<file path="src/rtl/dec_hazard_ctrl.sv">
// Decode-stage load-use/WAW interlock and front-end flush sequencer for the RVS192 pipeline.
// Optional performance counters are built when DEC_HAZARD_PERF_EN is defined.
module dec_hazard_ctrl #(
  parameter int NUM_REGS     = 32,
  parameter int MAX_PEND     = 4,
  parameter int FLUSH_CYCLES = 2,
  parameter int CNT_WIDTH    = 32,
  localparam int PW          = $clog2(MAX_PEND + 1),
  localparam int FCW         = (FLUSH_CYCLES > 1) ? $clog2(FLUSH_CYCLES) : 1
) (
  input  logic                 clk,
  input  logic                 rst_n,
  input  logic                 dec_valid,
  input  logic [4:0]           dec_rs1,
  input  logic [4:0]           dec_rs2,
  input  logic [4:0]           dec_rd,
  input  logic                 dec_use_rs1,
  input  logic                 dec_use_rs2,
  input  logic                 dec_reg_wen,
  input  logic                 dec_load,
  input  logic                 wb_load_valid,
  input  logic [4:0]           wb_load_rd,
  input  logic                 ex_redirect,
  output logic                 dec_issue,
  output logic                 stall_fe,
  output logic                 stall_dec,
  output logic                 bubble_ex,
  output logic                 flush_fe,
  output logic                 flush_dec,
  output logic [PW-1:0]        pend_cnt,
  output logic [NUM_REGS-1:0]  scoreboard,
  output logic [1:0]           dbg_state
`ifdef DEC_HAZARD_PERF_EN
  ,
  output logic [CNT_WIDTH-1:0] perf_stall_cycles,
  output logic [CNT_WIDTH-1:0] perf_flush_cycles
`endif
);

  // dbg_state encoding: 0 = RUN, 1 = STALL, 2 = FLUSH
  typedef enum logic [1:0] {
    S_RUN   = 2'd0,
    S_STALL = 2'd1,
    S_FLUSH = 2'd2
  } state_t;

  localparam logic [FCW-1:0] FLUSH_LOAD = FCW'(FLUSH_CYCLES - 1);

  state_t               state;
  state_t               state_nxt;
  logic [FCW-1:0]       fcnt;
  logic [FCW-1:0]       fcnt_nxt;

  logic [NUM_REGS-1:0]  clr_mask;
  logic [NUM_REGS-1:0]  set_mask;
  logic [NUM_REGS-1:0]  sb_eff;
  logic                 clr_hit;
  logic                 do_set;
  logic                 raw_rs1;
  logic                 raw_rs2;
  logic                 waw_rd;
  logic                 pend_full;
  logic                 hazard;
  logic                 flush_any;
  logic                 stall_any;

  // A returning load is bypassed through the write-through regfile in the same cycle.
  always_comb begin
    clr_mask = '0;
    if (wb_load_valid && (wb_load_rd != 5'd0)) clr_mask[wb_load_rd] = 1'b1;
  end

  assign sb_eff  = scoreboard & ~clr_mask;
  assign clr_hit = |(scoreboard & clr_mask);

  assign raw_rs1   = dec_use_rs1 && (dec_rs1 != 5'd0) && sb_eff[dec_rs1];
  assign raw_rs2   = dec_use_rs2 && (dec_rs2 != 5'd0) && sb_eff[dec_rs2];
  assign waw_rd    = dec_reg_wen && (dec_rd != 5'd0) && sb_eff[dec_rd];
  // A full tracker only blocks a new load when no slot frees up this cycle.
  assign pend_full = dec_load && (dec_rd != 5'd0) && (pend_cnt == PW'(MAX_PEND)) && !clr_hit;
  assign hazard    = dec_valid && (raw_rs1 || raw_rs2 || waw_rd || pend_full);

  // Redirect wins over stall; outputs are held low while reset is asserted.
  assign flush_any = rst_n && (ex_redirect || (state == S_FLUSH));
  assign stall_any = rst_n && hazard && !flush_any;

  assign flush_fe  = flush_any;
  assign flush_dec = flush_any;
  assign stall_fe  = stall_any;
  assign stall_dec = stall_any;
  assign bubble_ex = stall_any;
  assign dec_issue = rst_n && dec_valid && !hazard && !flush_any;
  assign dbg_state = state;

  always_comb begin
    state_nxt = state;
    fcnt_nxt  = fcnt;
    case (state)
      S_RUN: begin
        if (ex_redirect) begin
          state_nxt = S_FLUSH;
          fcnt_nxt  = FLUSH_LOAD;
        end else if (hazard) begin
          state_nxt = S_STALL;
        end
      end
      S_STALL: begin
        if (ex_redirect) begin
          state_nxt = S_FLUSH;
          fcnt_nxt  = FLUSH_LOAD;
        end else if (!hazard) begin
          state_nxt = S_RUN;
        end
      end
      S_FLUSH: begin
        if (ex_redirect) begin
          fcnt_nxt = FLUSH_LOAD;
        end else if (fcnt == '0) begin
          state_nxt = S_RUN;
        end else begin
          fcnt_nxt = fcnt - 1'b1;
        end
      end
      default: begin
        state_nxt = S_RUN;
        fcnt_nxt  = '0;
      end
    endcase
  end

  always_ff @(posedge clk or negedge rst_n) begin
    if (!rst_n) begin
      state <= S_RUN;
      fcnt  <= '0;
    end else begin
      state <= state_nxt;
      fcnt  <= fcnt_nxt;
    end
  end

  always_comb begin
    set_mask = '0;
    do_set   = dec_issue && dec_load && (dec_rd != 5'd0);
    if (do_set) set_mask[dec_rd] = 1'b1;
  end

  // pend_cnt tracks the population of the scoreboard; set+clear in one cycle cancels.
  always_ff @(posedge clk or negedge rst_n) begin
    if (!rst_n) begin
      scoreboard <= '0;
      pend_cnt   <= '0;
    end else begin
      scoreboard <= sb_eff | set_mask;
      if (do_set && !clr_hit) begin
        pend_cnt <= pend_cnt + 1'b1;
      end else if (!do_set && clr_hit) begin
        pend_cnt <= pend_cnt - 1'b1;
      end
    end
  end

`ifdef DEC_HAZARD_PERF_EN
  always_ff @(posedge clk or negedge rst_n) begin
    if (!rst_n) begin
      perf_stall_cycles <= '0;
      perf_flush_cycles <= '0;
    end else begin
      if (stall_any && !(&perf_stall_cycles)) perf_stall_cycles <= perf_stall_cycles + 1'b1;
      if (flush_any && !(&perf_flush_cycles)) perf_flush_cycles <= perf_flush_cycles + 1'b1;
    end
  end
`endif

endmodule

</file>
<file path="config.mk">
export PLATFORM = sky130hd
export DESIGN_NAME = dec_hazard_ctrl
export DESIGN_NICKNAME = d
export VERILOG_FILES = /design/src/rtl/dec_hazard_ctrl.sv
export SDC_FILE = /design/constraint.sdc
export NUM_CORES = 1
export LEC_CHECK = 0
export ABC_AREA = 1
export CAP_MARGIN = 20
export CORE_MARGIN = 8
export CORE_UTILIZATION = 52
export DETAILED_ROUTE_END_ITERATION = 16
export PLACE_DENSITY_LB_ADDON = 0.05
export REMOVE_ABC_BUFFERS = 1
export SLEW_MARGIN = 40
export SYNTH_ARGS = -nofsm -noshare
export SYNTH_HDL_FRONTEND = slang
export SYNTH_SLANG_ARGS = --single-unit
</file>
<file path="constraint.sdc">
create_clock -name clk -period 3.25 [get_ports clk]
set_clock_uncertainty 0.2 [all_clocks]
set_input_delay 0.325 -clock clk [delete_from_list [all_inputs] [get_ports clk]]
set_output_delay 0.325 -clock clk [all_outputs]
set_load 0.03 [all_outputs]
</file>
==> results_dict.tcl <==
set metrics [dict create \
    drt_iter0_drc 522 \
    drv_cap 0 \
    antenna_found_initial 1 \
    synth_area_sq_um 3460 \
    slew_headroom_pct 67.8 \
    startpoint_type "input pin" \
    worstSkewPairLatency_ps 300 \
    dpl.hpwl_mm 10.8 \
    ys_seq_elements 38 \
    wirelength_mm 14.2 \
    grt_start_max_net_pins 39 \
    path_max_fanout 8 \
    die_area_sq_um 9520 \
    start_util_pct 54.2 \
    detail-route-antenna-nets 0 \
    critPathKind "in -> reg" \
    fin_setup_tns_ps 0 \
    holdPathEnd "fcnt" \
    critical_path.endpoint_type "flip-flop" \
    reg2reg_slack_ps 360 \
    path_clk_slew_ps 80 \
    hp-start "dbg_state[1]" \
    period_share_pct 95.1 \
    reg2reg_to "pend_cnt[2]" \
    clock.fmax_mhz 324 \
    hold_slack_ps 306 \
    clock_sinks 38 \
    syn_area_per_cell_sq_um 5.82 \
    place_congestion 1.04 \
    finalHoldViolCount 0 \
    n_antenna_cell 0 \
    worstRegToRegCells 18 \
    drive_above_1_share_pct 19.7 \
    post_drt_wl_per_cell_microns 17.5 \
    setup_viol 0 \
    drc 0 \
    first_pass_iters 5 \
    grt_pass1_wl_mm 22.6 \
    numPortBuffers 71 \
    cts_made_buffers 5 \
    cts_tree "built" \
    synthAdderAreaFrac_pct 0.940 \
    clock_tree.buffer_depth 2 \
    hold_class "reg -> reg" \
    synth_xor_area_share_pct 0.506 \
    core_region_area_sq_um 6390 \
    critical_path_arrival_ps 3080 \
    dieWidth_microns 97.6 \
    synth_top_family_by_area "simple AND/OR/NAND/NOR gates" \
    finalCriticalPeriod_ps 3090 \
    power_density_nw_per_um2 335 \
    drv_slew 0 \
    synthMuxAreaShare_pct 0.325 \
    netlist_instances 594 \
    rr_startpoint "scoreboard[3]" \
    vias 4764 \
    peakVddDrop_uv 492 \
    synth_compound_area_share_pct 6.04 \
    die_h_microns 97.6 \
    seq_area_frac_synth_pct 27.5 \
    grt_overflow 0 \
    ios 72 \
    leakage_nw 2.53 \
    grt_pass1_vias 4414 \
    yosys.area_share.simple_pct 53.2 \
    track_usage_pct 28.7 \
    holdPathStages 1 \
    cts-root-buf "clkbuf_8" \
    yosysWarnings 0 \
    fin_nets 762 \
    status "finished, final reports clean" \
    htreeDepth 2 \
    synth_cell_types 28 \
    n_fill_cell 478 \
    syn_to_final_growth_pct 43.9 \
    rows 29 \
    worstPathRequired_ps 3240 \
    tightest_slew_ps 483 \
    vias_per_cell 5.89 \
]
routing by layer:
metal  GRT usage [%]  part of all wire [%]  up-vias
met3            4.48                    11       62
met2            46.0                    46      347
li1                -                     -     2217
met5               0                 0.092        -
met1            36.8                    39     2136
met4            13.4                   4.1        2
state kept, by name, indices dropped and copies added, names as in the netlist:
| register | count |
|---|---|
| pend_cnt | 3 |
| dbg_state | 2 |
| scoreboard | 32 |
| fcnt | 1 |
logic make-up (layout without fill, tap and decap cells):
family / Yosys count / after routing
AOI/OAI and AO/OA: 39 / 39
xor gates and xnor gates: 2 / 2
adders and majority gates: 2 / 2
buffers and inverters: 92 / 230
DFF: 38 / 38
muxes: 1 / 1
and+or+nand+nor: 420 / 420
critical path, stage by stage:
cell and delay (ps):
clkdlybuf4s15_2 250, inv_2 100, buf_4 110, nand2_2 70, nor2_4 120, buf_4 140
nand3_1 60, nand2_1 70, nor2_1 40, nand3b_1 70, nor2_1 60, nand2_1 100
nor2_1 50, a21oi_1 140, nand2_2 100, nor2_4 120, nand2_2 70, nor2_2 120
ha_2 190, inv_2 50, fa_2 360, a21oi_2 130, o21ai_1 80, xor2_1 150
how the worst max path moves through the flow:
| stage | from | endpoint | slack [ps] | cells after the start |
|---|---|---|---|---|
| after floorplan | dbg_state[1] | pend_cnt[2] | -1340 | 11 |
| final | wb_load_rd[3] | pend_cnt[2] | 160 | 24 |
| after detailed placement | wb_load_valid | pend_cnt[2] | -740 | 21 |
| after global placement | wb_load_rd[3] | pend_cnt[2] | -600 | 25 |
| after CTS | wb_load_rd[4] | pend_cnt[2] | 20 | 21 |
| after global routing | wb_load_valid | pend_cnt[2] | -0.3 | 22 |
cell usage after synthesis, drive strengths merged:
cell type  number  share of area (%)
nand4          37                6.7
ha              1               0.36
inv            67                7.3
mux2            1               0.33
clkinv          2               0.22
dfrtp          38                 27
fa              1               0.58
a21oi           9                1.3
nor2           83                9.4
o41ai           1               0.25
nand3b          3               0.65
xor2            1               0.25
nand3          89                 13
nor4            1               0.18
xnor2           1               0.25
o211ai          4               0.87
nand2         193                 21
clkbuf         10                1.1
buf            13                2.9
nor3           14                2.0
o21ai          25                3.6
cells in the final DEF, fill, tap and decap left out, types with 2 or more instances in the layout:
master	n
nand2_1	180
nand3_1	83
buf_4	79
nor2_1	74
clkdlybuf4s50_1	58
inv_1	56
dfrtp_1	38
nand4_1	37
nor3_1	13
nand2_2	13
o21ai_1	12
o21ai_0	11
inv_2	9
a21oi_1	8
nor2_2	5
clkbuf_8	5
o211ai_1	4
nor2_4	4
nand3_4	3
nand3b_1	3
nand3_2	3
buf_2	3
clkbuf_2	3
dlygate4sd2_1	3
clkinv_1	2
o21ai_2	2
clkinv_2	2
dlymetal6s2s_1	2
buf_6	2
power by group:
group	internal, W	switching [W]
Combinational	0.000267	0.000423
Sequential	0.000520	0.0000557
Clock	0.000226	0.000175
per-stage QoR:
stage	instance area [sq um]	utilization (%)	total power, W	instances	setup WS [ps]
after floorplan	3320	-	0.000908	571	-1340
after global placement	4700	73.5	0.00121	793	-600
after detailed placement	4700	73.5	0.00123	793	-742
after CTS	4890	76.6	0.00164	804	19.4
after global routing	4980	78.0	0.00174	809	-0.295
final	4980	78.0	0.00167	809	159
repair_timing:
item / CTS / global route
setup buffers: 2 / 5
hold buffers: 1 / 0
pin swaps: 4 / 14
endpoints found under the hold margin: 38 / 0
resized for setup: 38 / 41
setup endpoints to repair: 7 / 5
final cells by class:
class	instances	area [sq um]	area share [%]
multi-input cells	464	2240	44.9
repair buffers	153	1320	26.5
flip-flops and latches	38	951	19.1
inverters	69	267	5.35
well taps	77	96.3	1.94
clock buffers	5	68.8	1.38
clock inverters	3	40.0	0.804
No activity file was read; power rests on OpenSTA's default activity.
